<file path="src/rtl/mux_a_pkg.sv">
// Shared types and constants for the registered accumulator-source mux.
// Legacy select codes keep the old three-source mapping for existing callers.
package mux_a_pkg;

  typedef enum logic {
    EMPTY = 1'b0,
    FULL  = 1'b1
  } mux_state_t;

  localparam int SEL_DATA_MEMORY = 0;
  localparam int SEL_EXT         = 1;
  localparam int SEL_ULA         = 2;

  localparam int ERRCNT_W = 8;

endpackage

</file>
<file path="src/rtl/mux_a_reg.sv">
// Registered N_CH-way source mux with a one-entry valid/ready output stage.
// Optional macro MUX_A_REG_ERRCNT_EN adds a saturating illegal-select counter (err_cnt).
//
// state | meaning
// EMPTY | output register holds no pending value; always ready
// FULL  | out_data valid; ready follows out_ready (no skid buffer)
module mux_a_reg
  import mux_a_pkg::*;
#(
  parameter int  DATA_WIDTH = 11,
  parameter int  N_CH       = 3,
  localparam int SEL_W      = $clog2(N_CH)
) (
  input  logic                       clk,
  input  logic                       rst_n,
  input  logic [N_CH*DATA_WIDTH-1:0] src_in,
  input  logic [SEL_W-1:0]           sel,
  input  logic                       in_valid,
  output logic                       in_ready,
  output logic [DATA_WIDTH-1:0]      out_data,
  output logic                       out_valid,
  input  logic                       out_ready,
  output logic                       sel_err,
  output logic [SEL_W-1:0]           last_sel
`ifdef MUX_A_REG_ERRCNT_EN
  ,
  output logic [ERRCNT_W-1:0]        err_cnt
`endif
);

  mux_state_t            state;
  mux_state_t            state_nxt;
  logic                  sel_legal;
  logic                  accept;
  logic                  load;
  logic [DATA_WIDTH-1:0] sel_data;

  // Out-of-range codes never index src_in; they read as zero and are never loaded.
  always_comb begin
    sel_legal = (32'(sel) < N_CH);
    sel_data  = '0;
    if (sel_legal) sel_data = src_in[32'(sel)*DATA_WIDTH +: DATA_WIDTH];
  end

  assign accept = in_valid && in_ready;
  assign load   = accept && sel_legal;

  always_ff @(posedge clk or negedge rst_n) begin
    if (!rst_n) state <= EMPTY;
    else        state <= state_nxt;
  end

  // An accepted illegal select from FULL drains the register like a bubble.
  always_comb begin
    state_nxt = state;
    case (state)
      EMPTY:   if (load) state_nxt = FULL;
      FULL:    if (out_ready) state_nxt = load ? FULL : EMPTY;
      default: state_nxt = EMPTY;
    endcase
  end

  always_comb begin
    out_valid = (state == FULL);
    in_ready  = (state == EMPTY) || out_ready;
  end

  always_ff @(posedge clk or negedge rst_n) begin
    if (!rst_n) begin
      out_data <= '0;
      last_sel <= '0;
    end else if (load) begin
      out_data <= sel_data;
      last_sel <= sel;
    end
  end

  always_ff @(posedge clk or negedge rst_n) begin
    if (!rst_n)                     sel_err <= 1'b0;
    else if (accept && !sel_legal)  sel_err <= 1'b1;
  end

`ifdef MUX_A_REG_ERRCNT_EN
  always_ff @(posedge clk or negedge rst_n) begin
    if (!rst_n)
      err_cnt <= '0;
    else if (accept && !sel_legal && (err_cnt != {ERRCNT_W{1'b1}}))
      err_cnt <= err_cnt + 1'b1;
  end
`endif

endmodule

</file>
<file path="config.mk">
export PLATFORM = sky130hd
export DESIGN_NAME = mux_a_reg
export DESIGN_NICKNAME = d
export VERILOG_FILES = /design/src/rtl/mux_a_pkg.sv /design/src/rtl/mux_a_reg.sv
export SDC_FILE = /design/constraint.sdc
export NUM_CORES = 1
export LEC_CHECK = 0
export ABC_AREA = 1
export BUFFER_PORTS_ARGS = -buffer_cell sky130_fd_sc_hd__buf_2
export CORE_ASPECT_RATIO = 0.8
export CORE_MARGIN = 2
export CORE_UTILIZATION = 37
export DETAILED_ROUTE_END_ITERATION = 10
export PLACE_DENSITY = 0.73
export SLEW_MARGIN = 10
export SYNTH_ARGS = -nofsm -noshare
export SYNTH_HDL_FRONTEND = slang
export SYNTH_SLANG_ARGS = --single-unit
export TNS_END_PERCENT = 100
</file>
<file path="constraint.sdc">
create_clock -name clk -period 0.9 [get_ports clk]
set_input_delay 0.18 -clock clk [delete_from_list [all_inputs] [get_ports clk]]
set_output_delay 0.18 -clock clk [all_outputs]
set_load 0.03 [all_outputs]
</file>
# Word level (Yosys, flattened, before mapping)
# Index checks and enable logic that the tools add are counted.
dict set report totals {
  ff_bits 15
  in_bits 39
  out_inout_bits 16
  word_cells 17
}
dict set report op_classes {
  n_mul 1
  n_lt_le_gt_ge 1
  shift 1
  n_mux 4
  bitwise 1
  n_reduce_logical 5
}
# operator n
set ops {}
lappend ops {{variable part select 33 x 7 -> 11 bit} 1}
lappend ops {{2-to-1 mux 11 bit} 1}
lappend ops {{multiplier 2 x 4 -> 6 bit (second input constant)} 1}
lappend ops {{logical AND 1 bit} 3}
lappend ops {{< comparator 2 bit (second input constant)} 1}
lappend ops {{2-to-1 mux 1 bit} 2}
lappend ops {{case mux 1 bit (2 select lines)} 1}
lappend ops {{logical NOT 1 bit} 1}
lappend ops {{logical OR 1 bit} 1}
lappend ops {{NOT 1 bit} 1}

# Logic depth before layout (Yosys ltp)
dict set report depth {
  ltp_word 7
  depth_mapped 7
  ltp_nobuf 6
}

# Worst setup path after synthesis
# OpenSTA, ideal clock, no wires.
dict set report synth_path {
  path_type {register to register}
  start {reg state (netlist: out_valid)}
  end {reg out_data[0]}
  setup_time_ns 0.117
  arrival_time_ns 1.158
  required_ns 0.783
  path_slack_ns -0.374
  path_stages_with_launch 6
  path_buffers 1
  synth_period_minus_slack_ns 1.274
  path_cell_list {dfrtp_1 > nand2_2 > nand3_4 > buf_4 > nand2_1 > nand2_1}
}
dict set report synth_via {
  elab_chain_cells 4
}
# item line
set synth_lines {}
lappend synth_lines {{start, declared} mux_a_reg.sv:31} ;# mux_state_t state;
lappend synth_lines {{start signal, assigned} mux_a_reg.sv:50} ;# else state <= state_nxt;
lappend synth_lines {{NOT 1 bit} n/a}
lappend synth_lines {{logical OR 1 bit} mux_a_reg.sv:65} ;# in_ready = (state == EMPTY) || out_ready;
lappend synth_lines {{named net in_ready} mux_a_reg.sv:19} ;# output logic in_ready,
lappend synth_lines {{logical AND 1 bit} mux_a_reg.sv:45} ;# assign accept = in_valid && in_ready;
lappend synth_lines {{logical AND 1 bit} mux_a_reg.sv:46} ;# assign load = accept && sel_legal;
lappend synth_lines {{end signal, assigned} mux_a_reg.sv:73} ;# out_data <= sel_data;
lappend synth_lines {{end, declared} mux_a_reg.sv:20} ;# output logic [DATA_WIDTH-1:0] out_data,
# The timed path passes the listed nets, and every way through them passes these cells.
# A chain may end at the register's enable or synchronous reset.

# Final worst setup path
dict set report layout_path {
  start {reg state (netlist: out_valid)}
  end {out in_ready}
}
dict set report layout_via {
  elab_chain_cells 2
}
# item line
set layout_lines {}
lappend layout_lines {{NOT 1 bit} n/a}
lappend layout_lines {{logical OR 1 bit} mux_a_reg.sv:65}
lappend layout_lines {{end, declared} mux_a_reg.sv:19}
# No other way between the ends.

==> results.md <==
* Final non-filler cell total at 221
* Pwr per Cell Area at 1618 nW/um2
* Worst setup margin at -0.2743 ns
* Slowest CP cell: dfrtp_2
* Number of global-route vias before repair at 1000
* Clock transition at the registers of the reported paths at 0.10 ns
* Setup Skew at 0.003308 ns
* Worst path max stage delay at 0.44 ns
* Final hold viol count at 0
* CP Launch Type: register
* Syn nets at 161
* Yosys Warn Count at 0
* Initial core utilization at 39.01%
* Combinational Power Share at 44.6%
* RSZ-0062 raised after global routing: yes
* Most common cell on crit path: buf_6
* Headroom to the max-slew limit at 77.43%
* Antenna violations before repair at 0
* Final period utilization at 130.5%
* Crit. End Element: output port
* Inst Count DP at 203
* Design Power at 2328 uW
* Max Cap Viol at 0
* Number of placement rows at 15
* Layout area overhead at 72.41%
* Violated checks: negative setup slack
* Clk buf depth at 2
* TritonCTS clock tree: built
* Seq pwr share at 37.7%
* Setup_tns at -4.704 ns
* Switching share of total power at 38.17%
* Internal cell power at 1439 uW
* Sink Count at 15
* Detailed placer's ending HPWL at 1793 um
* Hold crit path type: input pin to register
* Tot GR Track Use at 22.67%
* Worst VDD drop at 0.001549 V
* ANT nets after route at 0
* CP cell instances: nand2_4 > buf_6 > buf_6
* Total grt overflow at 0
* Seq/Total Area, Yosys at 44.98%
* Flop2flop setup slack at -0.23 ns
* H-tree depth at 1
* Least-Margin Pin Slew at 0.3385 ns
* Ratio of cells with drive above 1 in the final layout at 44.90%
* Leakage at 0.0008092 uW
* Routed vias at 1104
* DRC at 0
* Final Instance Area at 1439 um2
* Post-synthesis cell type count at 12
* Syn Inst Count at 122
* Number of CTS-inserted buffers at 3
* Net switching power figure at 888.5 uW
* Global-route wire length before repair at 4395 um
* Routability cong. at 0.7247
* Worst EP required at 0.72 ns
* Dpl ws at -0.2022 ns
* Final Setup Violations at 31
* Vias per Instance at 4.995
* Final Routed Wirelength at 2883 um
* Worst Path Max Fanout at 2
* Die width at 57.10 um
* Outcome: finished, violations left
* Slew Limit Fails at 0
* Top-Level Pins at 55
* 1st-pass router iterations at 4
* Synth Register Bits at 15
* Ant diodes at 0
* Clk_lat worst skew at 0.28 ns
* Port bufs at 54
* Clk root buf: clkbuf_4
* Setup CP Type: register to output port
* Core area at 2140 um2
* Syn_area_per_cell at 6.841 um2
* Synthesized area at 834.6 um2
* Die Ht at 46.48 um
* F_max at 851.6 MHz
* Placed cell areas at 1161 um2
* Nets at 236
* Die footprint at 2654 um2
* Routed len/inst at 13.05 um
* 1st-iter DRT viols at 46
* Pin count of the biggest net entering global routing at 16
* Crit path arrival time at 0.99 ns
* Tmin final at 1.174 ns
* Clock share of power at 17.7%
-- worst paths after layout --
path / to / startpoint / cells after the start
worst max-delay path: in_ready / out_valid$_DFF_PN0_ / 3
worst min-delay path: out_data[1]$_DFFE_PN0P_ / src_in[1] / 5
worst max register to register: out_data[8]$_DFFE_PN0P_ / out_valid$_DFF_PN0_ / 6
worst min register to register: out_data[8]$_DFFE_PN0P_ / out_data[8]$_DFFE_PN0P_ / 2
max in group asynchronous: out_valid$_DFF_PN0_ / rst_n / 2
min in group asynchronous: out_data[9]$_DFFE_PN0P_ / rst_n / 2
-- registers in the layout, indices dropped and copies added (netlist names) --
signal,flops
out_data,11
last_sel,2
sel_err,1
out_valid,1
-- per-stage QoR --
| step | hold WS (ns) | utilization [%] |
|---|---|---|
| final | 0.1961 | 67.25 |
| after CTS | 0.1816 | 65.91 |
| after global routing | 0.2028 | 67.25 |
| after global placement | 0.1021 | 54.27 |
| after floorplan | -0.1156 | - |
| after detailed placement | 0.09934 | 54.27 |
-- timing repair --
action,4_1_cts,5_1_grt
cloned,3,0
hold buffers,1,0
endpoints found under the hold margin,15,0
gates resized for setup,36,4
setup buffers,7,5
endpoints found under the setup margin,30,31
pin swaps,3,3
-- cell families after synthesis --
kind of cell,share of synthesized area [%]
simple gates,46.63
flops,44.98
buf+inv,6.296
compound gates,2.099
-- critical path: cells and delay by family, from the launching register on --
kind | cells | cell delay (ns)
buffers and inverters | 2 | 0.21
flip-flops | 1 | 0.44
AND/OR/NAND/NOR | 1 | 0.06
-- routing by layer --
| metal | up-vias | global-route usage, % | share of wire [%] | wire, um |
|---|---|---|---|---|
| met5 | - | 0 | 0 | 0 |
| met4 | 0 | 10.70 | 1.2 | 35 |
| met3 | 4 | 5.056 | 8.4 | 242 |
| met2 | 62 | 39.08 | 50 | 1447 |
| met1 | 508 | 27.56 | 40 | 1157 |
| li1 | 530 | - | - | - |
-- synth_stat cells --
cell	number	area share (%)
inv_1	3	1.3
nand2_2	2	1.5
nand3_1	11	6.6
o21bai_1	1	0.90
buf_6	1	1.3
nor2_1	22	9.9
dfrtp_1	15	45
buf_4	2	1.8
buf_2	3	1.8
nand3_4	1	2.1
o21ai_1	2	1.2
nand2_1	59	27
-- layout make-up --
class	instances	area, um2
Tap cell	25	31.28
Timing Repair Buffer	73	513.0
Clock inverter	1	7.507
Clock buffer	3	22.52
Sequential cell	15	376.6
Inverter	3	11.26
Fill cell	179	700.7
Multi-Input combinational cell	101	476.7
-- power groups by stage --
stage	Sequential [uW]	Combinational, uW	Clock, uW
floorplan	1090	238	0
global placement	859	724	0
detailed placement	863	741	0
CTS	875	987	424
global route	886	1120	448
finish	877	1040	413
-- placed cells by master (no fill, tap or decap) --
cell type | Yosys | final
nand3_4 | 1 | 4
clkinvlp_4 | 0 | 1
nand2_1 | 59 | 59
dfrtp_1 | 15 | 14
dfrtp_2 | 0 | 1
nand3_1 | 11 | 11
nand2_2 | 2 | 1
nand2_4 | 0 | 1
buf_4 | 2 | 17
nor2_1 | 22 | 17
o21bai_1 | 1 | 1
buf_6 | 1 | 16
dlygate4sd3_1 | 0 | 1
buf_2 | 3 | 39
nor2_2 | 0 | 5
clkbuf_4 | 0 | 3
o21ai_1 | 2 | 2
inv_1 | 3 | 3
Note: power is estimated with default switching activity, not from simulation.
